===== src/rtl/alu_cmd_sequencer.sv =====
// alu_cmd_sequencer: command front-end for the TotalALU datapath.
// Takes one ALU command per valid/ready handshake and drives dataA/dataB/Signal.
// Single-cycle ops return one result (tag 0). MULTU is held for MUL_CYCLES,
// then MFHI/MFLO are issued and Hi (tag 1) and Lo (tag 2) are returned in order.
// Optional feature macro: ALU_SEQ_ILLEGAL_TRAP_EN. When it is defined, unsupported
// functs are trapped and reported with res_err. When it is undefined, every funct
// is forwarded to the ALU.
module alu_cmd_sequencer #(
   parameter int unsigned MUL_CYCLES = 33,
   parameter logic [5:0]  IDLE_FUNCT = 6'd36
) (
   input  logic        clk,
   input  logic        reset,
   input  logic        cmd_valid,
   output logic        cmd_ready,
   input  logic [5:0]  cmd_funct,
   input  logic [31:0] cmd_a,
   input  logic [31:0] cmd_b,
   output logic [31:0] dataA,
   output logic [31:0] dataB,
   output logic [5:0]  Signal,
   input  logic [31:0] alu_out,
   output logic        res_valid,
   input  logic        res_ready,
   output logic [31:0] res_data,
   output logic [1:0]  res_tag,
   output logic        res_err
);

   // ALU function codes this sequencer needs to know by name
   localparam logic [5:0] F_MULTU = 6'd25;
   localparam logic [5:0] F_MFHI  = 6'd16;
   localparam logic [5:0] F_MFLO  = 6'd18;

   // Last counter value of the multiply hold window
   localparam logic [5:0] MUL_LAST = 6'(MUL_CYCLES);

   // Result tags seen by the consumer
   localparam logic [1:0] TAG_SINGLE = 2'd0;
   localparam logic [1:0] TAG_HI     = 2'd1;
   localparam logic [1:0] TAG_LO     = 2'd2;

   typedef enum logic [2:0] {
      IDLE,
      EXEC,
      MUL,
      RDHI,
      RDLO,
      OUT_HI,
      OUT
   } state_t;

   state_t      state;
   logic [5:0]  counter;
   logic [31:0] hi_q;
   logic [31:0] lo_q;
   logic        accept;

   assign accept = cmd_valid & cmd_ready;

`ifdef ALU_SEQ_ILLEGAL_TRAP_EN
   // Pending trap: set when an unsupported funct is accepted, consumed in EXEC
   logic trap_q;

   function automatic logic is_supported(input logic [5:0] f);
      case (f)
         6'd36, 6'd37, 6'd32, 6'd34, 6'd42, 6'd2, 6'd25, 6'd16, 6'd18: is_supported = 1'b1;
         default:                                                      is_supported = 1'b0;
      endcase
   endfunction

   // Error flag: raised with a trapped result, cleared when that result is taken
   always_ff @(posedge clk) begin
      if (reset) begin
         res_err <= 1'b0;
         trap_q  <= 1'b0;
      end else begin
         case (state)
            IDLE: begin
               if (accept && cmd_funct != F_MULTU && !is_supported(cmd_funct)) begin
                  trap_q <= 1'b1;
               end
            end
            EXEC: begin
               if (trap_q) begin
                  res_err <= 1'b1;
                  trap_q  <= 1'b0;
               end
            end
            OUT: begin
               if (res_ready) begin
                  res_err <= 1'b0;
               end
            end
            default: begin
               res_err <= res_err;
            end
         endcase
      end
   end
`else
   assign res_err = 1'b0;
`endif

   // Main sequencer FSM: handshakes, ALU drive, multiply timing and result staging
   always_ff @(posedge clk) begin
      if (reset) begin
         state     <= IDLE;
         cmd_ready <= 1'b1;
         dataA     <= 32'd0;
         dataB     <= 32'd0;
         Signal    <= IDLE_FUNCT;
         res_valid <= 1'b0;
         res_data  <= 32'd0;
         res_tag   <= TAG_SINGLE;
         counter   <= 6'd0;
         hi_q      <= 32'd0;
         lo_q      <= 32'd0;
      end else begin
         case (state)
            IDLE: begin
               if (accept) begin
                  cmd_ready <= 1'b0;
                  dataA     <= cmd_a;
                  dataB     <= cmd_b;
                  if (cmd_funct == F_MULTU) begin
                     Signal  <= F_MULTU;
                     counter <= 6'd1;
                     state   <= MUL;
                  end
`ifdef ALU_SEQ_ILLEGAL_TRAP_EN
                  else if (!is_supported(cmd_funct)) begin
                     Signal <= IDLE_FUNCT;
                     state  <= EXEC;
                  end
`endif
                  else begin
                     Signal <= cmd_funct;
                     state  <= EXEC;
                  end
               end
            end

            EXEC: begin
`ifdef ALU_SEQ_ILLEGAL_TRAP_EN
               res_data  <= trap_q ? 32'd0 : alu_out;
`else
               res_data  <= alu_out;
`endif
               res_tag   <= TAG_SINGLE;
               res_valid <= 1'b1;
               Signal    <= IDLE_FUNCT;
               state     <= OUT;
            end

            MUL: begin
               if (counter == MUL_LAST) begin
                  Signal <= F_MFHI;
                  state  <= RDHI;
               end else begin
                  counter <= counter + 6'd1;
               end
            end

            RDHI: begin
               hi_q    <= alu_out;
               counter <= 6'd0;
               Signal  <= F_MFLO;
               state   <= RDLO;
            end

            RDLO: begin
               lo_q      <= alu_out;
               res_data  <= hi_q;
               res_tag   <= TAG_HI;
               res_valid <= 1'b1;
               Signal    <= IDLE_FUNCT;
               state     <= OUT_HI;
            end

            OUT_HI: begin
               if (res_ready) begin
                  res_data <= lo_q;
                  res_tag  <= TAG_LO;
                  state    <= OUT;
               end
            end

            OUT: begin
               if (res_ready) begin
                  res_valid <= 1'b0;
                  cmd_ready <= 1'b1;
                  state     <= IDLE;
               end
            end

            default: begin
               state     <= IDLE;
               cmd_ready <= 1'b1;
               Signal    <= IDLE_FUNCT;
               res_valid <= 1'b0;
               counter   <= 6'd0;
            end
         endcase
      end
   end

endmodule


===== config.mk =====
export PLATFORM = sky130hd
export DESIGN_NAME = alu_cmd_sequencer
export DESIGN_NICKNAME = d
export VERILOG_FILES = /design/src/rtl/alu_cmd_sequencer.sv
export SDC_FILE = /design/constraint.sdc
export NUM_CORES = 1
export LEC_CHECK = 0
export BUFFER_PORTS_ARGS = -buffer_cell sky130_fd_sc_hd__buf_2
export CAP_MARGIN = 20
export CORE_MARGIN = 2
export CORE_UTILIZATION = 50
export CTS_CLUSTER_DIAMETER = 80
export DETAILED_ROUTE_END_ITERATION = 8
export PLACE_DENSITY = 0.88
export SYNTH_ARGS = -nofsm -noshare
export SYNTH_HDL_FRONTEND = slang
export SYNTH_SLANG_ARGS = --single-unit

===== constraint.sdc =====
create_clock -name clk -period 4 [get_ports clk]
set_input_delay 0.8 -clock clk [delete_from_list [all_inputs] [get_ports clk]]
set_output_delay 0.8 -clock clk [all_outputs]
set_load 0.005 [all_outputs]

* Word-level counts from Yosys, hierarchy flattened
Cells that the tools add are included.
** Storage, ports and cells
- Flip-flop bits (word level) :: 179
- Bits in latches :: 0
- Bits in writable memories :: 0
- ROM bits :: 0
- Input port bits :: 106
- Output and inout bits :: 107
- Word-level logic and storage cells :: 68
- Memories :: 0
** Operators by class
- Add/sub/neg operators :: 1
- Multiply operators :: 0
- Div/mod/pow operators :: 0
- Order comparisons :: 0
- Equality and inequality tests :: 14
- Shift operators :: 0
- Muxes and demuxes :: 23
- Bitwise operators :: 5
- Reduce and logical (&&, ||, !) cells :: 14
** Operator list (number)
- case mux 32 bit (3 select lines) :: 1
- 2-to-1 mux 6 bit :: 6
- 2-to-1 mux 32 bit :: 1
- case mux 6 bit (4 select lines) :: 1
- case mux 3 bit (7 select lines) :: 1
- case mux 6 bit (3 select lines) :: 1
- 2-to-1 mux 3 bit :: 4
- inequality test 2 bit, second input constant :: 6
- equality test 3 bit, second input constant :: 3
- AND reduction 4 bit :: 2
- OR reduction 4 bit :: 2
- adder 6 x 1 -> 6 bit, second input constant :: 1
- equality test 3 x 2 -> 1 bit, second input constant :: 2
- equality test 6 x 5 -> 1 bit, second input constant :: 1
- equality test 6 bit, second input constant :: 1
- case mux 1 bit (3 select lines) :: 2
- case mux 2 bit (3 select lines) :: 1
- AND reduction 2 bit :: 3
- AND reduction 3 bit :: 2
- OR reduction 5 bit :: 1
- 2-to-1 mux 2 bit :: 2
- inverter 1 bit :: 4
- OR reduction 2 bit :: 2
- equality test 3 x 1 -> 1 bit, second input constant :: 1
- other kinds (4) :: 6

* Logic depth before layout (Yosys ltp)
Gate-level depths: netlist of the first run.
- Depth in word-level cells :: 4
- Depth in mapped cells :: 8

* Least setup slack after synthesis of the first run
No wires, ideal clock.
- Path kind :: in2reg
- From :: input port res_ready
- To :: register res_tag[0]
- Setup time :: 0.128 ns
- Arrival :: 1.593 ns
- Slack :: 2.280 ns
- Stages :: 6
- Buffers on the path :: 2
- Cell sequence :: nor2b_2 -> a211o_1 -> buf_2 -> buf_2 -> a21oi_1 -> nor2_1
** Between the ends
- Longest elaborated chain between the ends :: 2
** RTL lines
- start: declaration :: line 24 : input logic res_ready,
- inequality test 2 bit (no line)
- AND reduction 2 bit (no line)
- end signal: assignment :: line 115 : res_tag <= TAG_SINGLE;
- end signal: assignment :: line 150 : res_tag <= TAG_SINGLE;
- end signal: assignment :: line 175 : res_tag <= TAG_HI;
- end: declaration :: line 26 : output logic [1:0] res_tag,
No other way between the ends.
A chain may end at the register's enable or synchronous reset.

* Final worst setup path of the first run
- From :: register state[1]
- To :: register dataA[11]
** Between the ends
- Longest elaborated chain between the ends :: 2
** RTL lines
- start: declaration :: line 53 : state_t state;
- start signal: assignment :: line 108 : state <= IDLE;
- start signal: assignment :: line 129 : state <= MUL;
- start signal: assignment :: line 139 : state <= EXEC;
- zero test 3 bit :: line 120 : case (state)
- AND reduction 2 bit (no line)
- end signal: assignment :: line 124 : dataA <= cmd_a;
- end: declaration :: line 19 : output logic [31:0] dataA,
No other way between the ends.

==> results.ini, run 1 <==
[critical_path]
path_cells=and3b_1 -> nand2_2 -> buf_4 -> nand2_1 -> a21oi_1
worstPathArrival_ps=2920
critPathBufInv=1
setup.worst_path.end_class=flop
cp.required_ps=4360
critPathMaxStageDelay_ps=880
cp_max_fo=54
timing.critical_path.slowest_stage_cell=dfxtp_1
startpoint_type=flop
crit_family=simple AND/OR/NAND/NOR gates
critical_path_class=flop to flop

[cts]
cts_tree=built
clockRootBuffer=clkbuf_16
clockBufferDepth=2
clk-insertion-delay-late_ps=430
cts_buffers=17
h-tree-depth=4
post_cts_buffers=0
post_cts_resized=0
holdBufCountCts=0
cts_num_sinks=179
clkTransAtPathRegs_ps=70

[global_routing]
grtUsageTotal_pct=24.77
grt_pass1_wl_um=31600
grt_overflow=0
antenna_found_initial=1
grt_pass1_vias=6529
grt_max_degree=64

[timing]
setup_tns_ps=0
fin_crit_sh_pct=64.17
grt_setup_unrepaired=no
max_freq_ghz=0.3896
finalSetupViolations=0
skew_ps=8.965
tightest_slew_ps=982.8
slew_violations=0
slew-limit-headroom_pct=34.25
hold_viol_final=0
finalCriticalPeriod_ps=2567
hold_ws_ps=450.1

[route]
wl_um=19170
wl_met3_um=1458
drtPass1Iterations=5
antenna_left=0
drc=0
met1Wirelength_um=8092
vias_per_cell=5.404
routed-wl-met2_um=8914
drt_iter0_drc=463
highest_layer=met5
wl_per_cell_um=14.88
vias=6960

[logic_synthesis]
syn_inst=917
synth-seq-cells=179
avgSynthCellArea_sq_um=7.937
mappedNetlistNets=1025
synth.distinct_cells=54
yosysSeqAreaShare_pct=49.24
async_reset_ff_share_pct=0
synthesis.area_sq_um=7278
ys.flop_type=dfxtp_1
synth_top_area_cell=dfxtp_1
ys_warn_count=0
synth_edf_count=0
synth_top_area_share_pct=49.24
yosys-top-cells-area=dfxtp_1, nand2_1, a21oi_1

[die]
core_region_area_sq_um=14370
ioPinCount=213
start_util_pct=50.65
dieArea_sq_um=15540
fp-row-count=44
fp.dieW_um=124.7
die_y_um=124.7

[cells_and_area]
syn2layout_area_growth_pct=23.24
final_cell_mix=nand2_1, buf_2, dfxtp_1, a21oi_1, mux2i_1
nNetsFinal=1199
final_common_cell=nand2_1
antenna_cells=0
drive_above_1_share_pct=25.91

[min_path]
holdCritPathClass=flop to flop

[run]
max_cap_violations=0

[power]
p_per_area_nw_per_um2=529.1
vdd_drop_max_mv=0.3238
power_leakage_nw=3.677

[placement]
gp_congestion=0.8506
hpwlAfterDp_um=12500
port_buffers=211

[outcome]
status=complete, no violations

==> worst min-delay path, delay by kind of cell (launching register included) <==
kind	cells	cell delay, ps
AO/OA/AOI/OAI	1	50
flip-flops	1	310
AND/OR/NAND/NOR	1	50
==> layout make-up <==
type	count	area, sq um
tap	184	230.2
timing repair buffer	225	1164
clock inverter	15	195.2
clock buffer	17	425.4
multi-input combinational	658	3333
fill	1196	5399
sequential	179	3585
inverter	10	37.54
==> logic make-up after synthesis <==
group	Yosys count	share of synthesized area, %
buf+inv	80	5.243
mux	36	5.174
other cells	1	0.05152
flops	179	49.24
simple gates	396	22.47
compound gates	222	17.36
fa+ha+maj	2	0.3438
xor+xnor	1	0.1204
==> cell usage after synthesis, drive strengths merged, types with 10 or more instances <==
master / number
o211ai: 20
clkbuf: 24
o21ai: 12
nand2: 343
nor2b: 17
buf: 46
inv: 10
nor2: 14
a31oi: 18
dfxtp: 179
mux2i: 23
a21oi: 155
mux2: 13
==> power by group <==
group | total (W) | internal (W) | leakage [nW] | switching (W)
Combinational | 0.000913 | 0.000362 | 1.92 | 0.000550
Sequential | 0.00208 | 0.00196 | 1.46 | 0.000121
Clock | 0.00175 | 0.00100 | 0.297 | 0.000747
==> state kept, by name (all words and copies together) (netlist names), 2 cells and up <==
register / cells
hi_q: 32
counter: 6
res_tag: 2
state: 3
lo_q: 32
dataB: 32
Signal: 6
dataA: 32
res_data: 32
==> path summary, 6_finish.rpt <==
| kind | slack [ps] | to | start | cells past startpoint |
|---|---|---|---|---|
| setup / recovery | 1430 | dataA[11] | state[1] | 5 |
| hold / removal | 450 | hi_q[11] | hi_q[11] | 2 |
| setup reg to reg | 1430 | dataA[11] | state[1] | 5 |
| hold reg to reg | 450 | hi_q[11] | hi_q[11] | 2 |
==> through the flow <==
step	total power, W	instances	setup slack [ps]	util [%]	area, sq um
finish	0.004746	1288	1433	62.43	8970
global route	0.004972	1288	1204	62.43	8970
CTS	0.004778	1288	1427	62.43	8970
detailed placement	0.003029	1256	1445	58.11	8349
global placement	0.003003	1256	1523	58.11	8349
floorplan	0.002695	917	2280	-	7278
==> layer usage <==
metal	track usage (%)	vias up
met5	0	-
met4	13.55	2
met3	5.627	59
met2	38.70	296
met1	31.83	3205
li1	-	3398
Power figures use the tool's default switching activity.
==> run 2: changes to the inputs <==
- CORE_UTILIZATION: 50 -> 47
- PLACE_DENSITY: 0.88 -> 0.86
- clock period: 4 -> 2.2 ns (I/O delays scaled with it)
==> run 2 against run 1 <==
  * Cell count grew 0.85%
  * Flip-flop and latch count unchanged
  * Via count is 1.1% lower
  * Clock power up 77%
  * Hold slack lost 210 ps
  * Largest cell class unchanged
  * Largest power group unchanged
  * Highest routed layer unchanged
==> results.ini, run 2 (synthesized netlist as in run 1, its figures left out) <==
[outcome]
status=complete, no violations

[die]
start_util_pct=48.05  ; -2.6 points
fp-row-count=45  ; +2.3%
die_y_um=128.4  ; +3.0%
core_region_area_sq_um=15150  ; +5.4%
ioPinCount=213  ; unchanged
fp.dieW_um=128.4  ; +3.0%
dieArea_sq_um=16500  ; +6.2%

[power]
p_comb_share_pct=20.3  ; +1.1 points
intPower_w=0.006023  ; +81%
total_power_w=0.008608  ; +81%
vdd_drop_max_mv=0.6541  ; +100%
p_per_area_nw_per_um2=952.2  ; +80%
seq_power_share_pct=43.7  ; -0.2 points
switching_power_w=0.002585  ; +82%
power_switching_share_pct=30.03  ; +0.14 points
power_leakage_nw=3.715  ; +1.1%
power.share.clock_pct=36.1  ; -0.8 points

[cts]
h-tree-depth=4  ; unchanged
post_cts_resized=0  ; unchanged
clockBufferDepth=2  ; unchanged
clkTransAtPathRegs_ps=70  ; about the same
cts_num_sinks=179  ; unchanged
cts_buffers=17  ; unchanged
post_cts_buffers=0  ; unchanged
clk-insertion-delay-late_ps=430  ; about the same
clockRootBuffer=clkbuf_16
cts_tree=built
holdBufCountCts=0  ; unchanged

[global_routing]
grt_overflow=0  ; unchanged
grtUsageTotal_pct=22.07  ; -2.7 points
grt_pass1_wl_um=29280  ; -7.3%
antenna_found_initial=1  ; unchanged
grt_max_degree=91  ; +42%
grt_pass1_vias=6092  ; -6.7%

[critical_path]
worstPathArrival_ps=2250  ; -670 ps
path_cells=nor2_4 -> and2_2 -> buf_4 -> nand2_1 -> a21oi_1
setup.worst_path.end_class=flop
critical_path_class=flop to flop
critPathMaxStageDelay_ps=500  ; -380 ps
cp.required_ps=2550  ; -1810 ps
timing.critical_path.slowest_stage_cell=buf_4
cp_max_fo=64  ; +19%
startpoint_type=flop

[route]
highest_layer=met5
wl_um=18890  ; -1.5%
met1Wirelength_um=7917  ; -2.2%
wl_per_cell_um=14.54  ; -2.3%
antenna_left=0  ; unchanged
drtPass1Iterations=4  ; -1
wl_met3_um=1453  ; -0.34%
drc=0  ; unchanged
routed-wl-met2_um=8989  ; +0.84%
vias_per_cell=5.296  ; -2.0%
vias=6880  ; -1.1%
drt_iter0_drc=436  ; -5.8%

[cells_and_area]
syn2layout_area_growth_pct=24.20
antenna_cells=0  ; unchanged
nNetsFinal=1206  ; +0.58%
drive_above_1_share_pct=26.28  ; +0.38 points
final_cell_mix=nand2_1, buf_2, dfxtp_1, a21oi_1, mux2i_1
final_common_cell=nand2_1

[timing]
fin_ws_ps=294.7  ; -1138 ps
grt_setup_unrepaired=no
finalCriticalPeriod_ps=1905  ; -661.5 ps
fin_crit_sh_pct=86.60  ; +22 points
skew_ps=6.597  ; -2.368 ps
setup_tns_ps=0  ; unchanged
finalSetupViolations=0  ; unchanged
slew_violations=0  ; unchanged
tightest_slew_ps=941.5  ; -41.36 ps
slew-limit-headroom_pct=37.24  ; +3.0 points
hold_viol_final=0  ; unchanged
max_freq_ghz=0.5249  ; +35%

[min_path]
holdCritPathClass=primary input to flop

[placement]
hpwlAfterDp_um=12290  ; -1.7%
port_buffers=211  ; unchanged
pre_cts_slack_ps=352.6  ; -1092 ps
gp_congestion=0.8610  ; +1.2%

[run]
max_cap_violations=0  ; unchanged

[run 2: routing by layer]
metal  vias up  GRT usage (%)
met3        42          6.445
met2       270          36.67
met1      3156          27.32
met4         2          8.080
li1       3410              -
met5         -              0
[run 2: final cells by class]
cell class,count,area [sq um]
Clock buffer,19,442.9
Fill cell,1339,6106
Tap cell,188,235.2
Inverter,10,37.54
Timing Repair Buffer,232,1241
Multi-Input combinational cell,658,3333
Clock inverter,13,165.2
Sequential cell,179,3585
[run 2: path summary, 6_finish.rpt]
kind / startpoint / to / slack (ps) / cells past startpoint
worst min register to register: hi_q[29] / hi_q[29] / 450 / 2
worst min-delay path: cmd_b[25] / dataB[25] / 240 / 3
worst max register to register: state[0] / dataA[6] / 290 / 5
worst max-delay path: state[0] / dataA[6] / 290 / 5
[run 2: power by group through the flow]
stage          logic [W]  clock network (W)  registers, W
3_3_place_gp     0.00171                  0       0.00381
2_1_floorplan    0.00109                  0       0.00381
3_5_place_dp     0.00174                  0       0.00383
6_report         0.00174            0.00310       0.00376
4_1_cts          0.00174            0.00315       0.00375
5_1_grt          0.00192            0.00330       0.00379
[run 2: critical path: cells and delay by family (launching register included)]
kind	cells	cell delay, ps
DFF	1	450
buffers and inverters	1	500
AOI/OAI and AO/OA	1	190
and+or+nand+nor	3	650
[run 2: per-stage QoR]
| stage | cell area (sq um) | hold WS, ps | util (%) | instances |
|---|---|---|---|---|
| after global placement | 8432 | 437.2 | 55.67 | 1267 |
| final | 9040 | 240.3 | 59.69 | 1299 |
| after detailed placement | 8432 | 442.7 | 55.67 | 1267 |
| after global routing | 9040 | 227.4 | 59.69 | 1299 |
| after floorplan | 7278 | 431.8 | - | 917 |
| after CTS | 9040 | 225.5 | 59.69 | 1299 |
==> run 3: changes to the inputs <==
- MAX_ROUTING_LAYER: unset -> met4
==> run 3 against run 2 <==
  * Critical path depth is the same
  * Power hardly changed
  * First-iteration DRC count is 9.4% higher
  * Register-to-register slack about the same
  * Flip-flop and latch count is the same
  * Via count barely moved
  * Global-route usage is 0.72 points higher
  * Utilization is essentially flat
==> results.ini, run 3 (synthesized netlist as in run 1, its figures left out) <==
[route]
vias_per_cell=5.295  ; about the same
drtPass1Iterations=4  ; unchanged
drt_iter0_drc=477  ; +9.4%
vias=6883  ; +0.044%
wl_um=18830  ; -0.30%
drc=0  ; unchanged
wl_per_cell_um=14.48  ; -0.37%
antenna_left=0  ; unchanged

[cells_and_area]
nNetsFinal=1206  ; unchanged
final_common_cell=nand2_1
drive_above_1_share_pct=26.28  ; unchanged
syn2layout_area_growth_pct=24.24  ; about the same
final_cell_mix=nand2_1, buf_2, dfxtp_1, a21oi_1, mux2i_1
instances_no_fill=1300  ; +0.077%

[global_routing]
antenna_found_initial=1  ; unchanged
grt_max_degree=91  ; unchanged
grtUsageTotal_pct=22.79  ; +0.72 points
grt_pass1_wl_um=29280  ; about the same
grt_pass1_vias=6087  ; -0.082%
grt_overflow=0  ; unchanged

[timing]
skew_ps=6.927  ; +0.3297 ps
tightest_slew_ps=960.9  ; +19.42 ps
finalCriticalPeriod_ps=1905  ; +0.09200 ps
max_freq_ghz=0.5248  ; about the same
fin_crit_sh_pct=86.61  ; about the same
slew-limit-headroom_pct=35.94  ; -1.3 points
finalSetupViolations=0  ; unchanged
slew_violations=0  ; unchanged
grt_setup_unrepaired=no
hold_viol_final=0  ; unchanged
setup_tns_ps=0  ; unchanged

[cts]
holdBufCountCts=0  ; unchanged
post_cts_buffers=0  ; unchanged
clk-insertion-delay-late_ps=420  ; about the same
clockRootBuffer=clkbuf_16
post_cts_resized=0  ; unchanged
clkTransAtPathRegs_ps=70  ; about the same
cts_tree=built
h-tree-depth=4  ; unchanged
cts_buffers=17  ; unchanged
cts_num_sinks=179  ; unchanged
clockBufferDepth=2  ; unchanged

[die]
core_region_area_sq_um=15150  ; unchanged
dieArea_sq_um=16500  ; unchanged
start_util_pct=48.05  ; unchanged
fp.dieW_um=128.4  ; unchanged
die_y_um=128.4  ; unchanged
ioPinCount=213  ; unchanged
fp-row-count=45  ; unchanged

[critical_path]
startpoint_type=flop
critical_path_class=flop to flop
cp.required_ps=2550  ; about the same
cp_max_fo=64  ; unchanged
worstPathArrival_ps=2250  ; about the same
r2r_slack_ps=290  ; about the same
worst_r2r_path_depth=5  ; unchanged
setup.worst_path.end_class=flop

[power]
power_leakage_nw=3.715  ; unchanged
vdd_drop_max_mv=0.6504  ; -0.57%
p_per_area_nw_per_um2=951.2  ; -0.11%

[min_path]
holdCritPathClass=primary input to flop
hold_path_depth=3  ; unchanged

[placement]
hpwlAfterDp_um=12290  ; unchanged
port_buffers=211  ; unchanged
gp_congestion=0.8749  ; +1.6%
dp.cells=1267  ; unchanged

[run]
max_cap_violations=0  ; unchanged

[outcome]
status=complete, no violations

run 3: cell count changes in the layout (fill, tap and decap cells not counted), sizes merged:
cell and delta:
diode +1
run 3: layout make-up:
class                   instances  area, sq um
fillers                      1339         6103
flip-flops and latches        179         3585
multi-input cells             658         3333
repair buffers                232         1241
clock buffers                  19        442.9
well taps                     188        235.2
clock inverters                13        165.2
inverters                      10        37.54
diodes                          1        2.502
run 3: final timing paths:
path	startpoint	to
setup reg to reg	state[0]	dataA[6]
hold reg to reg	hi_q[29]	hi_q[29]
hold / removal	cmd_b[18]	dataB[18]
setup / recovery	state[0]	dataA[6]
run 3: critical path, cell delays in order (launching register included):
cell     delay (ps)
dfxtp_2         450
nor2_4          290
and2_2          200
buf_4           490
nand2_1         160
a21oi_1         190
run 3: where the power goes:
part	switching [W]	total, W	leakage, nW	internal (W)
clock network	0.00135	0.00310	0.290	0.00175
registers	0.000192	0.00376	1.46	0.00357
logic	0.00103	0.00174	1.97	0.000706
run 3: per-stage QoR:
step	power (W)	worst slack [ps]	area (sq um)	util (%)	hold slack [ps]
final	0.008601	294.6	9042	59.70	244.0
after CTS	0.008651	313.7	9040	59.69	225.5
after global placement	0.005524	409.6	8432	55.67	437.2
after detailed placement	0.005563	352.6	8432	55.67	442.7
after global routing	0.009004	146.4	9042	59.70	230.0
after floorplan	0.004899	718.2	7278	-	431.8
run 3: layer usage:
metal  up-vias  part of all wire (%)  global-route usage (%)
met4         0                   2.7                   8.920
met2       260                    48                   36.67
li1       3419                     -                       -
met3        40                   7.3                   5.572
met1      3164                    42                   27.63
met5         -                     0                       -
